<file path="src/rtl/multicycle_ctrl.sv">
// multicycle_ctrl -- control unit for a small MIPS-style multicycle datapath.
// Sequences fetch/decode/execute for lw, sw and five R-type ALU ops, owns the
// PC and instruction register, and counts retired instructions.
// Optional feature: define MULTICYCLE_CTRL_BEQ_EN to enable beq (opcode 0x04).
// Without it, beq is treated as an illegal opcode and halts the machine.
// Every output is registered: next-state logic also pre-decodes the controls
// for the next state, so controls always line up with State.

module multicycle_ctrl (
  input  logic        Clk,
  input  logic        Reset,
  input  logic [31:0] Instruction,
  input  logic        Zero,
  input  logic        DataReady,
  input  logic        Stall,
  output logic [7:0]  PC,
  output logic [31:0] IR,
  output logic        RegWrite,
  output logic        MemRead,
  output logic        MemWrite,
  output logic        RegDst,
  output logic        MemtoReg,
  output logic        ALUSrc,
  output logic [2:0]  ALUCtl,
  output logic [3:0]  State,
  output logic        Halt,
  output logic [15:0] InstrCount
);

  // Encoded so that State can be exported as-is.
  typedef enum logic [3:0] {
    S_FETCH  = 4'd0,
    S_DECODE = 4'd1,
    S_MEMADR = 4'd2,
    S_MEMRD  = 4'd3,
    S_MEMWB  = 4'd4,
    S_MEMWR  = 4'd5,
    S_EXEC   = 4'd6,
    S_ALUWB  = 4'd7,
    S_BRANCH = 4'd8,
    S_HALT   = 4'd9
  } state_t;

  localparam logic [5:0] OP_RTYPE = 6'h00;
  localparam logic [5:0] OP_BEQ   = 6'h04;
  localparam logic [5:0] OP_LW    = 6'h23;
  localparam logic [5:0] OP_SW    = 6'h2B;

  localparam logic [5:0] FN_ADD = 6'h20;
  localparam logic [5:0] FN_SUB = 6'h22;
  localparam logic [5:0] FN_AND = 6'h24;
  localparam logic [5:0] FN_OR  = 6'h25;
  localparam logic [5:0] FN_SLT = 6'h2A;

  localparam logic [2:0] ALU_ADD = 3'b010;
  localparam logic [2:0] ALU_SUB = 3'b110;
  localparam logic [2:0] ALU_AND = 3'b000;
  localparam logic [2:0] ALU_OR  = 3'b001;
  localparam logic [2:0] ALU_SLT = 3'b111;

  // True for the R-type functs this controller knows how to execute.
  function automatic logic funct_supported(input logic [5:0] funct);
    case (funct)
      FN_ADD, FN_SUB, FN_AND, FN_OR, FN_SLT: funct_supported = 1'b1;
      default:                               funct_supported = 1'b0;
    endcase
  endfunction

  // ALU operation selected by an R-type funct field.
  function automatic logic [2:0] funct_to_alu(input logic [5:0] funct);
    case (funct)
      FN_SUB:  funct_to_alu = ALU_SUB;
      FN_AND:  funct_to_alu = ALU_AND;
      FN_OR:   funct_to_alu = ALU_OR;
      FN_SLT:  funct_to_alu = ALU_SLT;
      default: funct_to_alu = ALU_ADD;
    endcase
  endfunction

  state_t      state_reg, state_next;
  logic [7:0]  pc_reg, pc_next;
  logic [31:0] ir_reg, ir_next;
  logic [15:0] count_reg, count_next;

  logic        reg_write_reg, reg_write_next;
  logic        mem_read_reg, mem_read_next;
  logic        mem_write_reg, mem_write_next;
  logic        reg_dst_reg, reg_dst_next;
  logic        mem_to_reg_reg, mem_to_reg_next;
  logic        alu_src_reg, alu_src_next;
  logic [2:0]  alu_ctl_reg, alu_ctl_next;
  logic        halt_reg, halt_next;

  logic [5:0]  opcode;
  logic [5:0]  funct;

  assign opcode = ir_reg[31:26];
  assign funct  = ir_reg[5:0];

  // Next-state, PC, IR and retired-count logic.
  always_comb begin
    state_next = state_reg;
    pc_next    = pc_reg;
    ir_next    = ir_reg;
    count_next = count_reg;

    case (state_reg)
      S_FETCH: begin
        // A stall freezes everything, including the PC increment.
        if (!Stall) begin
          ir_next    = Instruction;
          pc_next    = pc_reg + 8'd4;
          state_next = S_DECODE;
        end
      end

      S_DECODE: begin
        case (opcode)
          OP_LW, OP_SW: state_next = S_MEMADR;
          OP_RTYPE:     state_next = funct_supported(funct) ? S_EXEC : S_HALT;
`ifdef MULTICYCLE_CTRL_BEQ_EN
          OP_BEQ:       state_next = S_BRANCH;
`endif
          default:      state_next = S_HALT;
        endcase
      end

      S_MEMADR: state_next = (opcode == OP_LW) ? S_MEMRD : S_MEMWR;

      S_MEMRD: begin
        if (DataReady) begin
          state_next = S_MEMWB;
        end
      end

      S_MEMWB: begin
        state_next = S_FETCH;
        count_next = count_reg + 16'd1;
      end

      S_MEMWR: begin
        if (DataReady) begin
          state_next = S_FETCH;
          count_next = count_reg + 16'd1;
        end
      end

      S_EXEC: state_next = S_ALUWB;

      S_ALUWB: begin
        state_next = S_FETCH;
        count_next = count_reg + 16'd1;
      end

      S_BRANCH: begin
        // PC already points past the beq. Only the low 8 bits of the
        // sign-extended, word-scaled offset survive truncation, and those
        // are exactly imm[5:0] followed by two zero bits.
        if (Zero) begin
          pc_next = pc_reg + {ir_reg[5:0], 2'b00};
        end
        state_next = S_FETCH;
        count_next = count_reg + 16'd1;
      end

      S_HALT: state_next = S_HALT;

      default: state_next = S_HALT;
    endcase
  end

  // Moore control decode for the state being entered, so the registered
  // controls are valid in the same cycle that State shows that state.
  always_comb begin
    reg_write_next  = 1'b0;
    mem_read_next   = 1'b0;
    mem_write_next  = 1'b0;
    reg_dst_next    = 1'b0;
    mem_to_reg_next = 1'b0;
    alu_src_next    = 1'b0;
    alu_ctl_next    = ALU_ADD;
    halt_next       = 1'b0;

    case (state_next)
      S_MEMADR: begin
        alu_src_next = 1'b1;
        alu_ctl_next = ALU_ADD;
      end
      S_MEMRD:  mem_read_next = 1'b1;
      S_MEMWB: begin
        reg_write_next  = 1'b1;
        mem_to_reg_next = 1'b1;
      end
      S_MEMWR:  mem_write_next = 1'b1;
      S_EXEC:   alu_ctl_next = funct_to_alu(ir_next[5:0]);
      S_ALUWB: begin
        reg_write_next = 1'b1;
        reg_dst_next   = 1'b1;
        // Keep the operation the ALU computed in EXEC through write-back.
        alu_ctl_next   = alu_ctl_reg;
      end
      S_BRANCH: alu_ctl_next = ALU_SUB;
      S_HALT: begin
        // Halted machine drives every control, including the ALU op, low.
        alu_ctl_next = 3'b000;
        halt_next    = 1'b1;
      end
      default: ;
    endcase
  end

  // State register and registered outputs; reset wins over every transition.
  always_ff @(posedge Clk) begin
    if (Reset) begin
      state_reg      <= S_FETCH;
      pc_reg         <= 8'd0;
      ir_reg         <= 32'd0;
      count_reg      <= 16'd0;
      reg_write_reg  <= 1'b0;
      mem_read_reg   <= 1'b0;
      mem_write_reg  <= 1'b0;
      reg_dst_reg    <= 1'b0;
      mem_to_reg_reg <= 1'b0;
      alu_src_reg    <= 1'b0;
      alu_ctl_reg    <= ALU_ADD;
      halt_reg       <= 1'b0;
    end else begin
      state_reg      <= state_next;
      pc_reg         <= pc_next;
      ir_reg         <= ir_next;
      count_reg      <= count_next;
      reg_write_reg  <= reg_write_next;
      mem_read_reg   <= mem_read_next;
      mem_write_reg  <= mem_write_next;
      reg_dst_reg    <= reg_dst_next;
      mem_to_reg_reg <= mem_to_reg_next;
      alu_src_reg    <= alu_src_next;
      alu_ctl_reg    <= alu_ctl_next;
      halt_reg       <= halt_next;
    end
  end

  assign State      = state_reg;
  assign PC         = pc_reg;
  assign IR         = ir_reg;
  assign InstrCount = count_reg;
  assign RegWrite   = reg_write_reg;
  assign MemRead    = mem_read_reg;
  assign MemWrite   = mem_write_reg;
  assign RegDst     = reg_dst_reg;
  assign MemtoReg   = mem_to_reg_reg;
  assign ALUSrc     = alu_src_reg;
  assign ALUCtl     = alu_ctl_reg;
  assign Halt       = halt_reg;

endmodule
</file>
<file path="config.mk">
export PLATFORM = sky130hd
export DESIGN_NAME = multicycle_ctrl
export DESIGN_NICKNAME = d
export VERILOG_FILES = /design/src/rtl/multicycle_ctrl.sv
export SDC_FILE = /design/constraint.sdc
export NUM_CORES = 1
export LEC_CHECK = 0
export CAP_MARGIN = 5
export CORE_ASPECT_RATIO = 0.6
export CORE_MARGIN = 8
export CORE_UTILIZATION = 35
export CTS_CLUSTER_SIZE = 14
export DETAILED_ROUTE_END_ITERATION = 6
export PLACE_DENSITY = 0.72
export SLEW_MARGIN = 5
export SYNTH_ARGS = -nofsm -noshare
export SYNTH_HDL_FRONTEND = slang
export SYNTH_SLANG_ARGS = --single-unit
</file>
<file path="constraint.sdc">
create_clock -name Clk -period 3.8 [get_ports Clk]
set_clock_uncertainty 0.2 [all_clocks]
set_input_delay 0.38 -clock Clk [delete_from_list [all_inputs] [get_ports Clk]]
set_output_delay 0.38 -clock Clk [all_outputs]
set_load 0.005 [all_outputs]
</file>
==> metrics <==
Initial Util 35.6%; CTS HTree Levels 3; Int Power 1.36 mW; Clock Sinks 68; largest cells by area after synthesis dfxtp_1 (46%), nand2_1 (8.7%), a21oi_1 (6.7%); Min-Delay Path Class flip-flop to flip-flop; design area 4360 µm²; GRT Overall Usage 14.4%; Synth Area per Inst 8.29 µm²; Lkg Pwr 1.62 nW; Clock Root Buffer clkbuf_16; minimum clock period 2880 ps; first-pass GRT wire length 13.6 mm; Synthesis Warnings 0; Final period util 75.7%; DRC viols 0; Die Width 135 µm; Sw Ratio 26.0%; Avg WL per Cell 15.0 µm; cell area after synthesis 2980 µm²; clock slew seen by the registers of the worst setup and hold paths 50 ps; Via density 4.90; max frequency 348 MHz; RSZ-0062 raised after global routing no; Max Fanout on Critical Path 11; antenna-violating nets left 0; CTS Hold Bufs 0; P_sw 477 µW; DR iter-0 viols 182; Setup Slack @ Placement 957 ps; buffers added on ports 104; top cell type's share of synthesized area 45.6%; final hold violations 0; Synth area leader dfxtp_1; CTS tree built; largest net degree at the start of global routing 35; antenna violations before repair 0; combinational group share of total power 18.2%; max cap viols 0; DR pass1 iterations 4; vias in the first global route 2718; multi-input logic area 1510 µm²; Register Area 1360 µm²; WHS 253 ps; post-synthesis cell type count 41; Post-synth EDFFs 0; Sequential Power Share 43.5%; # rows 26; #FFs+latches synth 68; fraction of registers with async set or reset after synthesis 0%; relative slew slack 56.2%; Slowest-stage cell, CP dfxtp_1; fill count 777; Setup TNS Final 0 ps; Clock Path Buffers 2; worst slew pin tran 658 ps; PnR worst setup slack 923 ps; setup bufs post-CTS 0; Max rail drop VDD 0.000233 V; share of layout cells above drive strength 1 5.40%; clock latency on the worst-skew pair 320 ps; # setup viols final 0; Layout area overhead 46.2%; status finished, final reports clean; Routed WL 8.61 mm; Critical Path, Cell by Cell nor4b_1, buf_4, nand2_1, inv_1, ha_1, a211oi_1, o21bai_1, a21oi_1, mux2i_1, xor2_1, nor2_1; register area share after synthesis 45.6%; CP Launch Type flip-flop; max incr delay on CP 550 ps; worst path arrival time 2880 ps; die area 11800 µm²; cts bufs inserted 9; GRT overflow 0; vias 2815; ys flop type dfxtp_1; Vert. Die Dim 87.5 µm; IO Pins 107; Clock power frac 38.2%; CP required 3800 ps; placed inst area 4120 µm²; Buf/Inv on CP 2; detailed placement HPWL 6.38 mm; pwr dens 420 nW/µm²; Post-Synthesis Cells 360; Core Region 8390 µm²; Placer Congestion 0.818; Layout Nets 505; # resized after CTS 0; crit end category flip-flop; ant diodes 0; type of the worst setup path flip-flop to flip-flop; Slew Viols, Final 0; CP delay by family, top compound AO/OA/AOI/OAI gates
final timing paths:
path            start  endpoint  slack, ps  cells past startpoint
min reg2reg     IR[6]     IR[6]        250                      2
min             IR[6]     IR[6]        250                      2
max reg2reg  State[3]     PC[7]        920                     11
max          State[3]     PC[7]        920                     11
metal layers:
| layer | track usage [%] | wire length [µm] | up-vias | part of all wire, % |
|---|---|---|---|---|
| li1 | - | - | 1416 | - |
| met2 | 21.0 | 3660 | 85 | 42 |
| met3 | 7.89 | 845 | 5 | 9.8 |
| met1 | 18.1 | 4070 | 1309 | 47 |
| met4 | 3.31 | 42 | 0 | 0.49 |
| met5 | 0 | 0 | - | 0 |
cells by family after synthesis:
group / after synthesis / share of synthesized area [%]
fa+ha+maj: 7 / 3.19
buf+inv: 28 / 3.86
xor+xnor: 18 / 5.28
flops: 68 / 45.6
mux: 10 / 3.44
simple gates: 167 / 26.2
compound gates: 61 / 12.3
other cells: 1 / 0.126
tightest hold or removal path: stages (launching register included):
cell and delay, ps:
dfxtp_1 300, nand2_1 50, a21oi_1 50
cell usage after synthesis (5+ instances only):
master	number
inv_1	8
clkbuf_1	16
nor2_1	41
xnor2_1	15
ha_1	6
mux2i_1	8
nand3_1	7
nor3_1	16
and2_1	5
dfxtp_1	68
nor4b_1	5
nand2_1	69
o21ai_0	5
a21oi_1	40
power by group through the flow:
stage	logic, mW	registers, mW	clock network (mW)
detailed placement	0.335	0.813	0
global route	0.368	0.804	0.765
floorplan	0.172	0.803	0
CTS	0.337	0.798	0.729
global placement	0.333	0.812	0
finish	0.334	0.798	0.701
area by class of cell:
class	instances	area share (%)
Inverter	8	0.688
Clock buffer	9	5.16
Tap cell	112	3.21
Clock inverter	4	0.459
Timing Repair Buffer	109	24.6
Sequential cell	68	31.2
Multi-Input combinational cell	265	34.7
registers in the layout, indices dropped and copies added (netlist names):
name and cells:
ALUCtl 3, ALUSrc 1, Halt 1, IR 32, InstrCount 16, MemRead 1
MemWrite 1, MemtoReg 1, PC 6, RegDst 1, RegWrite 1, State 4
cells in the final DEF (no fill, tap or decap), drive strengths merged, types with 5 or more instances in the layout:
master           n
clkdlybuf4s50  103
nand2           69
dfxtp           68
nor2            41
a21oi           40
nor3            17
xnor2           15
clkbuf           9
inv              8
mux2i            8
nand3            7
ha               6
buf              6
nor4b            5
and2             5
o21ai            5
per-stage QoR:
stage	total power, mW	util, %	cells
finish	1.83	52.0	575
global route	1.94	52.0	575
CTS	1.86	52.0	575
detailed placement	1.15	49.0	562
global placement	1.14	49.0	562
floorplan	0.974	-	361
Power figures use the tool's default switching activity.
